$ cat src/rtl/anita3_buffer_dead_gen.sv
// Dead-level generator for the 250 MHz deadtime counter: tracks event-buffer occupancy,
// runs the post-trigger holdoff, and (with ANITA3_LOST_TRIG_SCALER_EN) counts lost triggers per PPS.
`timescale 1ns/100ps
module anita3_buffer_dead_gen #(
    parameter int NBUF    = 4,
    parameter int HOLDOFF = 250
) (
    input  logic                    clk250_i,
    input  logic                    rst_n_i,
    input  logic                    trig_i,
    input  logic                    clear_i,
    input  logic [$clog2(NBUF)-1:0] clear_buf_i,
    input  logic                    disable_i,
    input  logic                    pps_i,
    output logic                    dead_o,
    output logic                    trig_accept_o,
    output logic [$clog2(NBUF)-1:0] buf_ptr_o,
    output logic [NBUF-1:0]         buf_full_o,
    output logic [15:0]             lost_scaler_o
);

    localparam int PW = $clog2(NBUF);
    localparam logic [15:0] HOLD_M1 = 16'(HOLDOFF - 1);

    typedef enum logic [1:0] {S_LIVE, S_DIGITIZE, S_FULL, S_DISABLED} state_e;

    state_e          state_q, state_d;
    logic [15:0]     hold_q, hold_d;
    logic [PW-1:0]   ptr_q, ptr_d;
    logic [NBUF-1:0] full_q, full_d;
    logic            dead_q, acc_q;
    logic            accept, ptr_busy;

    always_comb begin
        accept   = (state_q == S_LIVE) && trig_i && !disable_i;
        ptr_busy = full_q[ptr_q];
        state_d  = state_q;
        hold_d   = hold_q;
        ptr_d    = ptr_q;
        full_d   = full_q;

        // Clear first so a coincident set of the same buffer wins.
        if (clear_i)
            full_d[clear_buf_i] = 1'b0;
        if (accept) begin
            full_d[ptr_q] = 1'b1;
            ptr_d         = ptr_q + 1'b1;
            hold_d        = HOLD_M1;
        end

        if (disable_i) begin
            state_d = S_DISABLED;
        end else begin
            case (state_q)
                S_LIVE:     if (accept) state_d = S_DIGITIZE;
                S_DIGITIZE: begin
                    if (hold_q == 16'd0)
                        state_d = ptr_busy ? S_FULL : S_LIVE;
                    else
                        hold_d = hold_q - 16'd1;
                end
                S_FULL:     if (!ptr_busy) state_d = S_LIVE;
                S_DISABLED: state_d = ptr_busy ? S_FULL : S_LIVE;
                default:    state_d = S_LIVE;
            endcase
        end
    end

    always_ff @(posedge clk250_i or negedge rst_n_i) begin
        if (!rst_n_i) begin
            state_q <= S_LIVE;
            hold_q  <= '0;
            ptr_q   <= '0;
            full_q  <= '0;
            dead_q  <= 1'b0;
            acc_q   <= 1'b0;
        end else begin
            state_q <= state_d;
            hold_q  <= hold_d;
            ptr_q   <= ptr_d;
            full_q  <= full_d;
            dead_q  <= (state_d != S_LIVE);
            acc_q   <= accept;
        end
    end

    assign dead_o        = dead_q;
    assign trig_accept_o = acc_q;
    assign buf_ptr_o     = ptr_q;
    assign buf_full_o    = full_q;

`ifdef ANITA3_LOST_TRIG_SCALER_EN
    logic        lost;
    logic [15:0] lost_cnt_q, scaler_q;

    // Disable takes priority over loss: a trigger with disable_i high is never counted.
    assign lost = trig_i && !disable_i && (state_q == S_DIGITIZE || state_q == S_FULL);

    always_ff @(posedge clk250_i or negedge rst_n_i) begin
        if (!rst_n_i) begin
            lost_cnt_q <= '0;
            scaler_q   <= '0;
        end else if (pps_i) begin
            scaler_q   <= lost_cnt_q;
            lost_cnt_q <= {15'd0, lost};
        end else if (lost && lost_cnt_q != 16'hFFFF) begin
            lost_cnt_q <= lost_cnt_q + 16'd1;
        end
    end

    assign lost_scaler_o = scaler_q;
`else
    logic unused_pps;
    assign unused_pps    = pps_i;
    assign lost_scaler_o = '0;
`endif

endmodule
$ cat config.mk
export PLATFORM = sky130hd
export DESIGN_NAME = anita3_buffer_dead_gen
export DESIGN_NICKNAME = d
export VERILOG_FILES = /design/src/rtl/anita3_buffer_dead_gen.sv
export SDC_FILE = /design/constraint.sdc
export NUM_CORES = 1
export LEC_CHECK = 0
export CORE_ASPECT_RATIO = 1.5
export CORE_MARGIN = 2
export CORE_UTILIZATION = 54
export DETAILED_ROUTE_END_ITERATION = 12
export PLACE_DENSITY = 0.95
export SETUP_SLACK_MARGIN = 0.5
export SLEW_MARGIN = 20
export SYNTH_ARGS = -nofsm -noshare
export SYNTH_HDL_FRONTEND = slang
export SYNTH_SLANG_ARGS = --single-unit
export TNS_END_PERCENT = 30
$ cat constraint.sdc
create_clock -name clk250_i -period 5 [get_ports clk250_i]
set_input_delay 1 -clock clk250_i [delete_from_list [all_inputs] [get_ports clk250_i]]
set_output_delay 1 -clock clk250_i [all_outputs]
set_load 0.02 [all_outputs]
-- After elaboration in Yosys (flattened, before gate mapping)
Cells that the tools add are included.
- add/subtract/negate cells: 2
- order comparisons: 4
- equal/unequal tests: 3
- muxes and demuxes: 18
- bitwise operators: 3
- reductions and logical operators: 8
- operator list (kind ; number):
    $mux W16 ; 4
    $logic_not A16 Y1 ; 1
    $sub A16 B1 Y16 const B ; 1
    $mux W2 ; 5
    $mux W4 ; 2
    $pmux W2 S4 ; 1
    $lt A2 B3 Y1 const B ; 2
    $and A4 B4 Y4 ; 1
    $demux W1 S2 ; 2
    $eq A2 B2 Y1 const B ; 2
    $ge A2 B1 Y1 const B ; 2
    $logic_and A1 B1 Y1 ; 4
    $not A4 Y4 ; 1
    $or A4 B4 Y4 ; 1
    $mux W1 ; 3
    $add A2 B1 Y2 const B ; 1
    $bmux W1 S2 ; 1
    $eq A2 B1 Y1 const B ; 1
    $logic_not A2 Y1 ; 1
    $reduce_bool A2 Y1 ; 1
    $logic_not A1 Y1 ; 1
- flip-flop bits (word level): 26

-- Logic depth before layout (Yosys ltp)
Gate-level depths: netlist of run 1.
- depth in word-level cells: 9
- gate-level depth with buffers: 7
- mapped depth without buffers: 6

-- Least setup slack after synthesis of run 1
No wires, ideal clock.
- kind: input -> register
- from: input port disable_i
- to: register hold_q[13]
- library setup time: 129 ps
- arrival: 1942 ps
- setup slack: 2930 ps
- stages: 5
- path through: nor2_1 > and3_1 > clkbuf_1 > o2111ai_1 > mux2i_1
- word-level cells in the longest chain between the ends: 6
- ends and longest elaborated chain (what ; line ; text):
    start, declared ; 13 ; input logic disable_i,
    $logic_not A1 Y1 ; 35 ; accept = (state_q == S_LIVE) && trig_i && !disable_i;
    $logic_and A1 B1 Y1 ; 35 ;
    $mux W16 ; 45 ; if (accept) begin
    $mux W16 ; 57 ; if (hold_q == 16'd0)
    $mux W16 ; 54 ; case (state_q)
    $mux W16 * ; 51 ; if (disable_i) begin
    net hold_d[13] ; 28 ; logic [15:0] hold_q, hold_d;
    end signal, assigned ; 79 ; hold_q <= hold_d;
    end, declared ; 28 ;
The timed path passes the listed nets; every way through them passes the cells marked *.
A chain may end at the register's enable or synchronous reset.

-- Final worst setup path of run 1
- from: input port disable_i
- to: register hold_q[5]
Same word-level chain as after synthesis.

==> results of run 1 <==
==> Yosys cell counts (all sizes together) (2+ instances only) <==
cell | count | area, um2
dfrtp | 26 | 650.6
buf | 18 | 130.1
nand2 | 15 | 56.30
mux2i | 10 | 100.1
ha | 6 | 75.07
inv | 6 | 22.52
a22o | 5 | 43.79
nor2 | 5 | 18.77
nor3 | 5 | 25.02
nor4 | 5 | 58.80
nand4 | 4 | 31.28
and3 | 3 | 18.77
nand3 | 3 | 15.01
nand3b | 3 | 22.52
nor2b | 3 | 18.77
o21ai | 3 | 15.01
a31oi | 2 | 12.51
a41oi | 2 | 17.52
clkbuf | 2 | 7.510
mux2 | 2 | 22.52
or3 | 2 | 12.51
==> power by group <==
part	switching, uW	internal, uW
registers	62.5	255
clock network	63.1	54.0
logic	110	99.5
==> critical path, stage by stage <==
cell and delay, ns:
sky130_fd_sc_hd__clkdlybuf4s50_1 0.51, sky130_fd_sc_hd__nor2_1 0.37, sky130_fd_sc_hd__nand3b_1 0.36, sky130_fd_sc_hd__inv_1 0.41, sky130_fd_sc_hd__a311oi_1 0.10, sky130_fd_sc_hd__a41oi_1 0.21
==> stage by stage <==
stage	utilization	worst slack (ns)	hold slack [ns]	area, um2	power [uW]
2_1_floorplan	-	2.930	0.4696	1594	458.9
5_1_grt	0.6207	2.037	0.5399	1679	685.1
6_report	0.6207	2.208	0.5099	1679	644.5
4_1_cts	0.6226	2.258	0.5120	1684	646.6
3_3_place_gp	0.6073	2.105	0.4918	1643	513.6
3_5_place_dp	0.6073	1.987	0.5058	1643	531.2
==> registers in the layout, summed over array words and instances, names as in the netlist <==
register,cells
hold_q,16
buf_full_o,4
trig_accept_o,1
buf_ptr_o,2
state_q,2
dead_o,1
==> kinds of logic (layout without fill, tap and decap cells) <==
| group | count (synthesis) | in the layout | synth area share |
|---|---|---|---|
| multiplexers | 13 | 13 | 0.09439 |
| AND/OR/NAND/NOR | 54 | 54 | 0.2099 |
| other | 1 | 16 | 0.002439 |
| adder cells (fa/ha/maj) | 6 | 6 | 0.04882 |
| AO/OA/AOI/OAI | 22 | 22 | 0.1115 |
| flip-flops | 26 | 26 | 0.4231 |
| buffers and inverters | 26 | 23 | 0.1042 |
| XOR/XNOR | 1 | 1 | 0.005697 |
==> layer usage <==
layer | global-route usage | vias up
li1 | - | 534
met1 | 0.2781 | 561
met2 | 0.3574 | 33
met3 | 0.03906 | 9
met4 | 0.05706 | 0
met5 | 0 | -
==> cell type report <==
type,instances,area share
flip-flops and latches,26,0.3875
multi-input cells,112,0.4665
repair buffers,14,0.08048
well taps,37,0.02757
inverters,6,0.01341
clock buffers,3,0.02459
==> worst paths after layout <==
kind / cells past startpoint / slack [ns] / to
setup / recovery: 6 / 2.21 / hold_q[5]$_DFF_PN0_
hold / removal: 1 / 0.51 / hold_q[14]$_DFF_PN0_
setup reg to reg: 6 / 2.77 / hold_q[2]$_DFF_PN0_
hold reg to reg: 1 / 0.51 / hold_q[14]$_DFF_PN0_
max in group asynchronous: 1 / 3.92 / hold_q[12]$_DFF_PN0_
min in group asynchronous: 1 / 0.71 / hold_q[14]$_DFF_PN0_
==> results.md, run 1 <==
- The area added between synthesis and finish is 9.194%.
- The clock net sink count is 26.
- Counting the buffers created by CTS gives 3.
- On the final layout, the worst clock skew is 0.004357 ns.
- The power density over the cells is 383.8 nW/um2.
- The most common flop cell mapped by yosys is sky130_fd_sc_hd__dfrtp_1.
- Summed over all nets, the half-perimeter wirelength after detailed placement is 2342 um.
- The post-synthesis cell type count is 44.
- The final standard cell count with taps included and fillers excluded is 198.
- The run finished with clean final reports.
- Of the synthesized area, sequential elements account for 0.4231.
- The die extent in y is 69.36 um.
- The first global-routing pass estimated 5257 um of wire.
- In this run the tightest slew margin relative to its limit is 0.6282.
- The top cell types in the final layout, fill and taps aside, are sky130_fd_sc_hd__dfrtp_1 (26), sky130_fd_sc_hd__conb_1 (16), sky130_fd_sc_hd__nand2_1 (15), sky130_fd_sc_hd__clkdlybuf4s50_1 (13), sky130_fd_sc_hd__mux2i_1 (10).
- Leaving out fill and tap cells, the most frequent cell in the layout is sky130_fd_sc_hd__dfrtp_1.
- The peak fanout along the critical path is 12.
- Wire segments on met3 add up to 109 um in the final route.
- For this run, the top clock speed supported by timing is 0.3582 GHz.
- VDD sags by at most 0.2683 mV.
- The via count of the first global-routing pass is 1159.
- The count of endpoints failing hold in the final timing report is 0.
- The chip width is 47.57 um.
- The global placer's final weighted congestion is 0.8677.
- For this run, design rule violations remaining after detail routing come to 0.
- Each instance of the synthesized netlist takes up on average 10.32 um2.
- Wire segments on met2 add up to 1698 um in the final route.
- The later-pin clock latency in the skew report is 0.27 ns.
- The leakage dissipation is 0.0007641 uW.
- The average detailed-routed wire length per instance is 15.46 um.
- The synthesized cell area is 1538 um2.
- Of the cells placed in the final design, the portion with a size suffix greater than 1 is 0.08075.
- In the global route stage, overall resource usage came out at 0.2152.
- The worst hold path startpoint is hold_q[14]$_DFF_PN0_.
- Max-cap violations in this run came to 0.
- The pin count of the biggest net entering global routing is 27.
- In this run the standard cell core region covers 2705 um2.
- The number of slew-limit violations in the final report is 0.
- Across the whole layout, storage elements account for 650.6 um2.
- STA classifies the critical path endpoint as a register.
- The startpoint class of the critical path is a primary input.
- The final sum of negative setup slack is 0 ns.
- In the final layout, the multi-input gates occupy 783.3 um2.
- The worst path needs 2.792 ns of the cycle, external delays included.
- For the worst setup path, the data arrival time is 2.97 ns.
- The detailed router used layers up to and including met4.
- The total iterations of the first detailed-routing run is 4.
- In this run the tool buffered the top-level ports with 14 buffer cells.
- The total overflow reported by the global router is 0.
- The number of antenna diodes is 0.
- The fraction of the cycle the final worst path needs is 0.5584.
- Once detail routing completed, the nets flagged for antenna violations numbered 0.
- The post-cts hold buffer count is 0.
- In this run the number of H-tree levels came out at 1.
- Setup violations remaining at the end of the flow were counted as 0.
- The clock transition at the registers of the reported paths is 0.09 ns.
- STA puts the critical path data required time at 5.18 ns.
- Setup repair after global routing left no endpoint under its margin.
- The clock root buffer is sky130_fd_sc_hd__clkbuf_8.
- The die covers 3299 um2.
- The final routed wirelength across all metal layers is 3061 um.
- The register bit total from synthesis is 26.
- The net count reported at finish is 177.
- The vias after detailed routing is 1137.
- Counting flops with a built-in enable in the synthesized netlist gives 0.
- The startpoint identified for the worst register-to-register timing path is hold_q[0]$_DFF_PN0_.
- The clock tree buffer depth is 2.
- The CTS tree is yes.
- The path class of the tightest hold or removal check is register to register.
- The worst setup path is of the primary input to register kind.
- After the first detailed-routing iteration, the DRC count stood at 26.
- The starting density of the core is 0.5685.
- In the synthesized netlist the async set-or-reset flop fraction comes to 1.000.
- Pin placement for this block handled 32 I/O pins.
- After filler insertion, the fill cell instance count of the layout stands at 234.
- The synthesized netlist cell count is 149.
- The total instance count after detailed placement is 195.
- The transition time of the tightest slew-check pin is 0.5576 ns.
- The floorplan has 23 rows.
- The number of antenna violations at the first check in global routing came to 0.
- The number of instances resized during post-cts repair is 0.
- Yosys printed 0 warnings.
- In the final routing, the length of wire on met1 measures 1194 um.
- The ratio of routed vias to standard cells is 5.742.
- The most critical setup path has its startpoint at disable_i.
- Post-CTS timing repair inserted 0 buffers for setup.
(Power assumes the default switching activity.)
==> run 2: changes to the inputs <==
--- a/config.mk
+++ b/config.mk
@@ -7,9 +7,9 @@
 export LEC_CHECK = 0
 export CORE_ASPECT_RATIO = 1.5
 export CORE_MARGIN = 2
-export CORE_UTILIZATION = 54
+export CORE_UTILIZATION = 50
 export DETAILED_ROUTE_END_ITERATION = 12
-export PLACE_DENSITY = 0.95
+export PLACE_DENSITY = 0.89
 export SETUP_SLACK_MARGIN = 0.5
 export SLEW_MARGIN = 20
 export SYNTH_ARGS = -nofsm -noshare
==> constraint.sdc (replaced) <==
create_clock -name clk250_i -period 2.6 [get_ports clk250_i]
set_input_delay 0.52 -clock clk250_i [delete_from_list [all_inputs] [get_ports clk250_i]]
set_output_delay 0.52 -clock clk250_i [all_outputs]
set_load 0.02 [all_outputs]
==> results.md, run 2 (synthesized netlist as in run 1, its figures left out) <==
- TritonCTS built the clock tree.
- The count of maximum capacitance violations is 0.
- For this run, the top clock speed supported by timing is 0.5117 GHz.
- The register with the most flip-flops in the layout has 16 of them.
- The flow ran to the end, and the final reports show no timing, DRC or antenna violations.
- The peak fanout along the critical path is 10.
- The finished cells cover 1732 um2.
- On the final layout, the worst clock skew is 0.002449 ns.
- The worst hold path endpoint is hold_q[14]$_DFF_PN0_.
- The endpoint of the most critical register-to-register path is hold_q[5]$_DFF_PN0_.
- The area added between synthesis and finish is 12.61%.
- The number of antenna diodes is 0.
- The startpoint class of the critical path is a register.
- The worst slew slack as a fraction of its limit is 0.6289.
- The count of endpoints failing hold in the final timing report came to 0.
- The number of nets with antenna violations after routing is 0.
- The chip width is 49.28 um.
- The H-tree level count is 1.
- The utilization after layout is 0.5945.
- The first-pass GRT wire length is 4995 um.
- The placed instance area is 1668 um2.
- The length in cells of the worst reg-to-reg path is 5.
- The number of rows in the core area is 24.
- After detailed routing, the number of remaining DRC violations is 0.
- The worst hold path startpoint is hold_q[14]$_DFF_PN0_.
- Global routing finished with a remaining overflow of 0.
- The number of slew-limit violations in the final report was 0.
- For this block, the routed nets add up to 3187 um of wire.
- The maximum vdd ir drop is 0.5267 mV.
- In the final design database the tool counted 182 nets.
- For the worst setup path, the data required time is 2.74 ns.
- Setup repair after global routing left no endpoint under its margin.
- The port buffer count is 14.
- The pin count of the biggest net entering global routing is 27.
- Walking the worst path, the cells encountered are nor4_2 > nand4_2 > buf_4 > a311oi_1 > a41oi_1.
- The die covers 3544 um2.
- The tightest min-delay check is of the register to register type.
- Of the cells placed in the final design, the portion with a size suffix greater than 1 is 0.1145.
- The fraction of the cycle the final worst path needs is 0.7516.
- The number of cells traversed by the worst hold path is 1.
- The global router's overall resource usage is 0.1860.
- The detailed router finished its first iteration with 44 violations.
- Power comes to 1262 uW.
- In this run the critical register-to-register path is launched from hold_q[10]$_DFF_PN0_.
- The largest single stage delay on the critical path is 0.55 ns.
- Summed over all failing endpoints, the final setup total negative slack is 0 ns.
- The setup slack of the most critical reg-to-reg path is 0.65 ns.
- The final setup violation count is 0.
- The core region area is 2913 um2.
- In the layout the commonest cells are sky130_fd_sc_hd__dfrtp_1 (26), sky130_fd_sc_hd__conb_1 (16), sky130_fd_sc_hd__nand2_1 (15), sky130_fd_sc_hd__clkdlybuf4s50_1 (14), sky130_fd_sc_hd__mux2i_1 (10).
- The average detailed-routed wire length per instance is 15.55 um.
- The later-pin clock latency in the skew report is 0.27 ns.
- Summing all flip-flop and latch instances after layout gives 650.6 um2.
- The transition time of the tightest slew-check pin is 0.5521 ns.
- The die extent in y is 71.92 um.
- The routed design could run at a clock period as short as 1.954 ns.
- For this block, the via count after detailed routing is 1156.
- The initial utilization of the core area, before any placement, comes to 0.5279.
- The clock root buffer is sky130_fd_sc_hd__clkbuf_8.
- The leakage dissipation is 0.0007873 uW.
- The number of antenna violations at the first check in global routing came to 0.
- The global placer's final weighted congestion is 0.8204.
- The ratio of routed vias to standard cells is 5.639.
- The clock net sink count is 26.
- The clock tree buffer depth is 2.
- The via count of the first global-routing pass is 1051.
- The power density over the cells is 728.7 nW/um2.
- The multi-input combinational cells in the finished layout cover a total of 790.8 um2.
- The signal arrival time at the worst endpoint is 2.09 ns.
- The pre-antenna-repair detailed-routing pass consisted of 5 iterations.
- Once detailed placement completed, the half-perimeter wirelength came to 2230 um.
- The filler cell count in the final layout is 239.
- The clock transition at the registers of the reported paths is 0.08 ns.
- Among all stages on the critical path, the largest delay is contributed by sky130_fd_sc_hd__nor4_2.
- The number of buffers created by CTS is 3.
- STA classifies the critical path endpoint as a register.
- 32 I/O pins were placed.
- Leaving out fill and tap cells, the most frequent cell in the layout is sky130_fd_sc_hd__dfrtp_1.
- The worst setup path is of the register to register kind.
- The register ranked first by flip-flop count is hold_q.
[run 2: cell types whose count changed in the layout (fill, tap and decap cells not counted)]
cell | previous run | this run
sky130_fd_sc_hd__buf_4 | 0 | 5
sky130_fd_sc_hd__buf_2 | 1 | 0
sky130_fd_sc_hd__clkdlybuf4s50_1 | 13 | 14
sky130_fd_sc_hd__nor2_1 | 5 | 4
sky130_fd_sc_hd__nor2_2 | 0 | 1
sky130_fd_sc_hd__nor3b_1 | 1 | 0
sky130_fd_sc_hd__nor3b_2 | 0 | 1
[run 2: metal layers]
layer | up-vias | wire (um) | global-route usage
met1 | 564 | 1242 | 0.2110
met5 | - | 0 | 0
met2 | 45 | 1737 | 0.3408
met4 | 0 | 63 | 0.08571
li1 | 540 | - | -
met3 | 7 | 143 | 0.02675
[run 2: timing repair]
item                                    4_1_cts  5_1_grt
hold buffers                                  0        0
resized for setup                             0        2
pin swaps                                     1        0
gates cloned                                  0        0
endpoints found under the setup margin        2        6
buffers inserted                              2        0
[run 2: layout make-up]
type,count,area share
clock buffer,3,0.02384
inverter,6,0.01301
multi-input combinational,112,0.4566
sequential,26,0.3757
tap,39,0.02818
timing repair buffer,19,0.1026
[run 2: where the power goes]
part / total (uW) / internal (uW) / switching, uW
Combinational: 416 / 196 / 220
Clock: 226 / 104 / 122
Sequential: 620 / 491 / 129
Total: 1260 / 791 / 471
[run 2: stage by stage]
stage	setup WS, ns	cells	hold WS [ns]
floorplan	0.8969	164	0.2244
global placement	0.3640	200	0.4931
detailed placement	0.3513	200	0.5014
CTS	0.6343	205	0.5130
global route	0.5677	205	0.5226
finish	0.6458	205	0.5083
[run 2: worst max-delay path by stage]
stage	start	endpoint	slack, ns
floorplan	hold_q[0]$_DFF_PN0_	hold_q[3]$_DFF_PN0_	0.90
global placement	disable_i	hold_q[13]$_DFF_PN0_	0.36
detailed placement	disable_i	hold_q[14]$_DFF_PN0_	0.35
CTS	disable_i	hold_q[14]$_DFF_PN0_	0.63
global route	hold_q[9]$_DFF_PN0_	hold_q[5]$_DFF_PN0_	0.57
finish	hold_q[10]$_DFF_PN0_	hold_q[5]$_DFF_PN0_	0.65
[run 2: critical path: cells and delay by family, from the launching register on]
| kind | cells | cell delay, ns |
|---|---|---|
| AO/OA/AOI/OAI | 2 | 0.34 |
| buffers and inverters | 1 | 0.25 |
| flip-flops | 1 | 0.42 |
| AND/OR/NAND/NOR | 2 | 0.80 |
